### config.mk
export PLATFORM = sky130hd
export DESIGN_NAME = fifo_rd_stream
export DESIGN_NICKNAME = d
export VERILOG_FILES = /design/src/rtl/fifo_rd_stream.sv
export SDC_FILE = /design/constraint.sdc
export NUM_CORES = 1
export LEC_CHECK = 0
export CAP_MARGIN = 20
export CELL_PAD_IN_SITES_DETAIL_PLACEMENT = 2
export CELL_PAD_IN_SITES_GLOBAL_PLACEMENT = 2
export CORE_ASPECT_RATIO = 0.7
export CORE_MARGIN = 2
export CORE_UTILIZATION = 29
export DETAILED_ROUTE_END_ITERATION = 12
export HOLD_SLACK_MARGIN = 0.08
export PLACE_DENSITY_LB_ADDON = 0.1
export SLEW_MARGIN = 25
export SYNTH_ARGS = -nofsm -noshare
export SYNTH_HDL_FRONTEND = slang
export SYNTH_SLANG_ARGS = --single-unit
### constraint.sdc
create_clock -name rclk -period 2.5 [get_ports rclk]
set_input_delay 0.25 -clock rclk [delete_from_list [all_inputs] [get_ports rclk]]
set_output_delay 0.25 -clock rclk [all_outputs]
set_load 0.05 [all_outputs]
### src/rtl/fifo_rd_stream.sv
// Read-domain FIFO consumer: pops into a 2-entry buffer, emits a valid/ready stream with m_last framing.
// Latency: one rclk from FIFO pop to m_valid; sustains one word per cycle with m_ready held high.
// Backpressure: m_ready low stalls output; pops stop when both entries are full (no m_ready->rinc path).
module fifo_rd_stream #(
    parameter int DSIZE   = 8,
    parameter int PKT_LEN = 16,
    parameter int CNTW    = 16
) (
    input  logic             rclk,
    input  logic             rrst_n,
    input  logic             rempty,
    input  logic [DSIZE-1:0] rdata,
    output logic             rinc,
    input  logic             flush,
    output logic             m_valid,
    input  logic             m_ready,
    output logic [DSIZE-1:0] m_data,
    output logic             m_last,
    output logic [CNTW-1:0]  drop_cnt
);

    localparam int              BW        = (PKT_LEN > 1) ? $clog2(PKT_LEN) : 1;
    localparam logic [BW-1:0]   LAST_BEAT = BW'(PKT_LEN - 1);
    localparam logic [CNTW-1:0] DROP_MAX  = '1;

    logic [1:0]       cnt_q, cnt_d;
    logic [DSIZE-1:0] e0_q, e0_d;
    logic [DSIZE-1:0] e1_q, e1_d;
    logic [BW-1:0]    beat_q, beat_d;
    logic [CNTW-1:0]  drop_q, drop_d;
    logic             push;
    logic             fire;
    logic [CNTW+1:0]  drop_sum;

    assign m_valid  = (cnt_q != 2'd0) & ~flush;
    assign m_data   = e0_q;
    assign m_last   = (beat_q == LAST_BEAT);
    assign fire     = m_valid & m_ready;
    // Pop decision uses occupancy only, so m_ready never reaches rinc combinationally.
    assign rinc     = rrst_n & ~rempty & (flush | (cnt_q != 2'd2));
    assign push     = rinc & ~rempty;
    assign drop_cnt = drop_q;
    assign drop_sum = {2'b00, drop_q} + {{CNTW{1'b0}}, cnt_q} + {{(CNTW+1){1'b0}}, push};

    always_comb begin
        cnt_d  = cnt_q;
        e0_d   = e0_q;
        e1_d   = e1_q;
        beat_d = beat_q;
        drop_d = drop_q;
        if (flush) begin
            // Buffered words plus the word popped this cycle are all discarded.
            cnt_d  = 2'd0;
            beat_d = '0;
            drop_d = (drop_sum > {2'b00, DROP_MAX}) ? DROP_MAX : drop_sum[CNTW-1:0];
        end else begin
            if (fire) begin
                beat_d = (beat_q == LAST_BEAT) ? '0 : beat_q + 1'b1;
            end
            case ({push, fire})
                2'b10: begin
                    if (cnt_q == 2'd0) e0_d = rdata;
                    else               e1_d = rdata;
                    cnt_d = cnt_q + 2'd1;
                end
                2'b01: begin
                    e0_d  = e1_q;
                    cnt_d = cnt_q - 2'd1;
                end
                2'b11: e0_d = rdata;
                default: ;
            endcase
        end
    end

    always_ff @(posedge rclk or negedge rrst_n) begin
        if (!rrst_n) begin
            cnt_q  <= 2'd0;
            e0_q   <= '0;
            e1_q   <= '0;
            beat_q <= '0;
            drop_q <= '0;
        end else begin
            cnt_q  <= cnt_d;
            e0_q   <= e0_d;
            e1_q   <= e1_d;
            beat_q <= beat_d;
            drop_q <= drop_d;
        end
    end

endmodule

Word-level counts from Yosys, hierarchy flattened
Index checks and enable logic that the tools add are counted.

storage, ports and cells
  memory bits (writable) = 0
  memory bits (read-only) = 0
  latch bits = 0
  memories = 0
  register bits after elaboration = 38

cells by class
  bitwise gates (word level) = 9
  $mul = 0
  magnitude comparators = 1
  add/subtract/negate cells = 5
  reductions and logical operators = 7
  equality and inequality tests = 6
  divide/modulo/power cells = 0
  shifts and indexed selects = 0
  mux-type cells = 8

operators by type and width
  cell                  number
  $pmux 8 s3            1
  $add 17x1->18         1
  $gt 18x16->1 const B  1
  $add 16x2->17         1
  $mux 16               1
  $mux 4                3
  $mux 8                1
  $reduce_and 3->1      2
  $reduce_bool 3->1     2
  $and 1x1->1           5
  $add 4x1->4 const B   1
  $eq 2x2->1 const B    2
  $eq 4x4->1 const B    1
  $ne 2x2->1 const B    2
  $pmux 2 s2            1
  $reduce_bool 2->1     2
  $not 1->1             3
  $add 2x1->2 const B   1
  $eq 2x1->1 const B    1
  $logic_not 2->1       1
  $mux 2                1
  $sub 2x1->2 const B   1
  $or 1x1->1            1

Longest topological paths before layout
  word-level depth = 7
  depth in mapped cells = 11
  mapped depth without buffers = 10

Worst setup path after synthesis
No wires, ideal clock.

  path type = register to register
  from = register cnt_q[1]
  to = register drop_q[14] (netlist: drop_cnt[14])
  buffers on the path = 0
  data arrival time = 2.436 ns
  setup time = 0.125 ns
  path slack = -0.061 ns
  period minus slack after synthesis = 2.561 ns
  required time = 2.375 ns
  cell stages (with the launch flop) = 11
  cell sequence = dfrtp_1 inv_1 nor2_1 a21oi_1 fa_1 inv_1 fa_1 nand3b_1 nor3_1 and3_1 mux2_2

on the way
  longest elaborated chain between the ends = 7
  elaborated cells between the ends (all ways) = 8
  those cells by class = 2 x add/sub; 1 x order compare; 1 x eq/ne; 1 x mux; 3 x bitwise

RTL lines
  element                                                                RTL line  source
  start: declaration                                                     26        logic [1:0] cnt_q, cnt_d;
  start signal: assignment                                               84        cnt_q <= cnt_d;
  parallel branches: the longest is 4 deep, another holds $add 16x2->17  n/a
  $add 17x1->18 *                                                        43        assign drop_sum = {2'b00, drop_q} + {{CNTW{1'b0}}, cnt_q} + {{(CNTW+1){1'b0}}, push};
  $gt 18x16->1                                                           55        drop_d = (drop_sum > {2'b00, DROP_MAX}) ? DROP_MAX : drop_sum[CNTW-1:0];
  $mux 16 *                                                              55
  end signal: assignment                                                 88        drop_q <= drop_d;
  end: declaration                                                       30        logic [CNTW-1:0] drop_q, drop_d;

Mark *: on every way between the ends.
A chain may end at the register's enable or synchronous reset.

Worst setup path after layout
  from = register cnt_q[1]
  to = register drop_q[12] (netlist: drop_cnt[12])

Same word-level chain as after synthesis.

==> run_results.csv <==
group,metric,value,unit
power,vdd_drop_max,0.4067,mV
die,die_w,100.9,µm
detailed_routing,routed_wl,5941,µm
clock_tree,root_buffer,"clkbuf_8",
worst_setup_path,cp_slowest_stage_delay,0.40,ns
placed_design,portBuffers,39,
clock_tree,path_clk_slew,0.08,ns
worst_setup_path,crit_buf_inv,2,
sta,rsz0062_at_grt,"true",
worst_setup_path,critPathKind,"flip-flop to flip-flop",
synthesis,yosysWarnings,0,
detailed_routing,num_vias,1649,
layout,stdcell_count,326,
layout,drive_gt1_frac,0.2460,
layout,nets,264,
clock_tree,cts_sinks,38,
die,dieArea,7246,µm²
hold_path,hold_path.class,"primary input to asynchronous set/reset pin",
synthesis,ys_ff_latch,38,
sta,finalHoldViolCount,0,
sta,whs,0.05842,ns
layout,area_delta_synth_final,42.81,%
layout,fin_area,2721,µm²
detailed_routing,initialDrtViolationCount,30,
clock_tree,clk_latency,0.30,ns
synthesis,synth_nets,200,
clock_tree,cts.htree.levels,2,
worst_setup_path,cp.arrival,2.67,ns
outcome,status,"finished, final reports clean",
worst_setup_path,critPathRequiredTime,2.69,ns
grt,overflow,0,
layout,final_common_cell,"dfrtp_1",
detailed_routing,ant_nets,0,
synthesis,synth_top_area_frac,0.4990,
layout,fill_cells,669,
grt,grt_pass1_vias,1870,
synthesis,syn_area_per_cell,10.41,µm²
placed_design,postPlaceCellArea,2502,µm²
sta,fin_crit_sh,0.9895,
detailed_routing,wl_per_cell,18.22,µm
clock_tree,cts_tree,"yes",
sta,worst_pin_slew,0.5434,ns
die,ios,40,
run,max_cap_violations,0,
worst_setup_path,cp-end-kind,"flip-flop",
sta,drv_slew,0,
die,die_h,71.82,µm
placed_design,hpwl,4239,µm
die,initial_core_util,0.3036,
layout,final_cell_mix,"38 x dfrtp_1, 36 x clkdlybuf4s50_1, 25 x buf_4",
synthesis,syn_inst,183,
synthesis,yosys.area.top_type,"dfrtp_1",
die,std_cell_rows,24,
synthesis,synth.distinct_cells,36,
clock_tree,numCtsBuffers,5,
power,power_density,820.3,nW/µm²
sta,skew,0.005457,ns
clock_tree,hold_buffers,0,
sta,finalSetupViolCount,0,
grt,grt_max_degree,42,
grt,grt_usage,0.1833,
die,core_area,6276,µm²
placed_design,gp_congestion,0.7613,
sta,period_needed,2.474,ns
worst_setup_path,critPathMaxFanout,4,
sta,max_slew_margin,0.6377,
placed_design,dpl.cell_count,312,
synthesis,synth_area_leaders,"dfrtp_1 50%, mux2_2 6.5%, mux2i_1 5.3%",
grt,grt_pass1_wl,10010,µm
worst_setup_path,critPathTopFamily,"simple AND/OR/NAND/NOR gates",
detailed_routing,drc,0,
grt,antenna_found_initial,0,
worst_setup_path,cpMaxStageDelayCell,"dfrtp_1",
detailed_routing,via_per_inst,5.058,
synthesis,seq_area_frac_synth,0.4990,
power,p_leak,1.196,nW
worst_setup_path,path_cells,"inv_2 > nor2_2 > a21oi_2 > fa_2 > inv_2 > fa_2 > nand3b_1 > nor3_2 > and3_1 > mux2_4",
detailed_routing,first_pass_iters,3,
synthesis,synth_area,1906,µm²
worst_setup_path,startpoint_type,"flip-flop",
clock_tree,clk_path_buf_depth,2,
layout,diodes,0,
sta,fmax,404.3,MHz
==> flip-flops by register name, summed over array words and instances (netlist names) <==
register,count
beat_q,4
cnt_q,2
drop_cnt,16
e1_q,8
m_data,8
==> final cells by class <==
type	instances	area (µm²)	area share
flip-flops and latches	38	950.9	0.3494
multi-input cells	133	934.6	0.3434
repair buffers	63	573.1	0.2106
well taps	78	97.59	0.03586
clock buffers	6	82.58	0.03034
clock inverters	2	60.06	0.02207
inverters	6	22.52	0.008276
==> where the power goes <==
part           leakage, nW  switching (W)  internal [W]
combinational        0.641       0.000473      0.000282
sequential           0.484      0.0000955      0.000711
clock               0.0714       0.000245      0.000426
==> metrics by stage <==
stage	setup slack (ns)	setup TNS (ns)	util	power, W
2_1_floorplan	0.009133	0	-	0.001244
3_3_place_gp	-0.3192	-2.324	0.3987	0.001507
3_5_place_dp	-0.4818	-5.166	0.3987	0.001541
4_1_cts	0.01113	0	0.4288	0.002241
5_1_grt	-0.1238	-0.2894	0.4336	0.002355
6_report	0.02637	0	0.4336	0.002232
==> repair_timing <==
item                                    4_1_cts  5_1_grt
resized for setup                             6        4
endpoints found under the setup margin       15       15
endpoints found under the hold margin         0        0
buffers inserted                              4        2
pin swaps                                     5        6
==> worst register-to-register path: cells and delay by family (launching register included) <==
kind                       cells  cell delay, ns
AOI/OAI and AO/OA              1            0.15
adders and majority gates      2            0.57
buffers and inverters          2            0.13
DFF                            1            0.40
muxes                          1            0.30
and+or+nand+nor                4            0.81
==> synth_stat cells <==
master and number:
xnor2_1 7, fa_1 2, a21oi_2 2, nor2b_1 3, o21a_1 1, or3_1 1, mux2_2 11, nand2b_1 2
ha_1 2, buf_1 1, inv_1 6, and3_1 5, buf_6 1, a21oi_1 18, nand2_1 21, nor3_2 2
a21oi_4 1, mux2i_1 10, xor2_1 2, o21bai_1 1, nor3b_1 1, nand3b_1 2, nor4_1 2, nand3_1 3
dfrtp_1 38, buf_2 3, o211ai_1 1, o21ai_0 7, or4b_4 1, and3b_1 1, clkbuf_1 1, a31oi_1 1
nand4_1 3, nor3_1 3, nand4b_1 1, nor2_1 16
==> logic make-up after synthesis <==
kind of cell,Yosys count,synth area share
AOI/OAI and AO/OA,32,0.09850
xor gates and xnor gates,9,0.04137
adders and majority gates,4,0.03414
buffers and inverters,12,0.02954
DFF,38,0.4990
muxes,21,0.1175
and+or+nand+nor,67,0.1799
==> worst paths after layout <==
check | from | end | slack [ns] | cells after the start
setup reg to reg | cnt_q[1]$_DFFE_PN0P_ | drop_cnt[12]$_DFFE_PN0P_ | 0.03 | 10
min in group rclk | e1_q[7]$_DFFE_PN0P_ | e1_q[7]$_DFFE_PN0P_ | 0.51 | 1
max in group asynchronous | rrst_n | drop_cnt[7]$_DFFE_PN0P_ | 2.06 | 2
hold reg to reg | e1_q[7]$_DFFE_PN0P_ | e1_q[7]$_DFFE_PN0P_ | 0.51 | 1
hold / removal | rrst_n | beat_q[2]$_DFFE_PN0P_ | 0.06 | 2
setup / recovery | cnt_q[1]$_DFFE_PN0P_ | drop_cnt[12]$_DFFE_PN0P_ | 0.03 | 10
==> per-layer routing <==
metal | vias to the layer above | GRT usage | share of wire
met3 | 8 | 0.03707 | 0.028
met1 | 855 | 0.2411 | 0.47
met5 | - | 0 | 0
met2 | 26 | 0.2985 | 0.48
li1 | 760 | - | -
met4 | 0 | 0.07154 | 0.016
(Power assumes the default switching activity.)
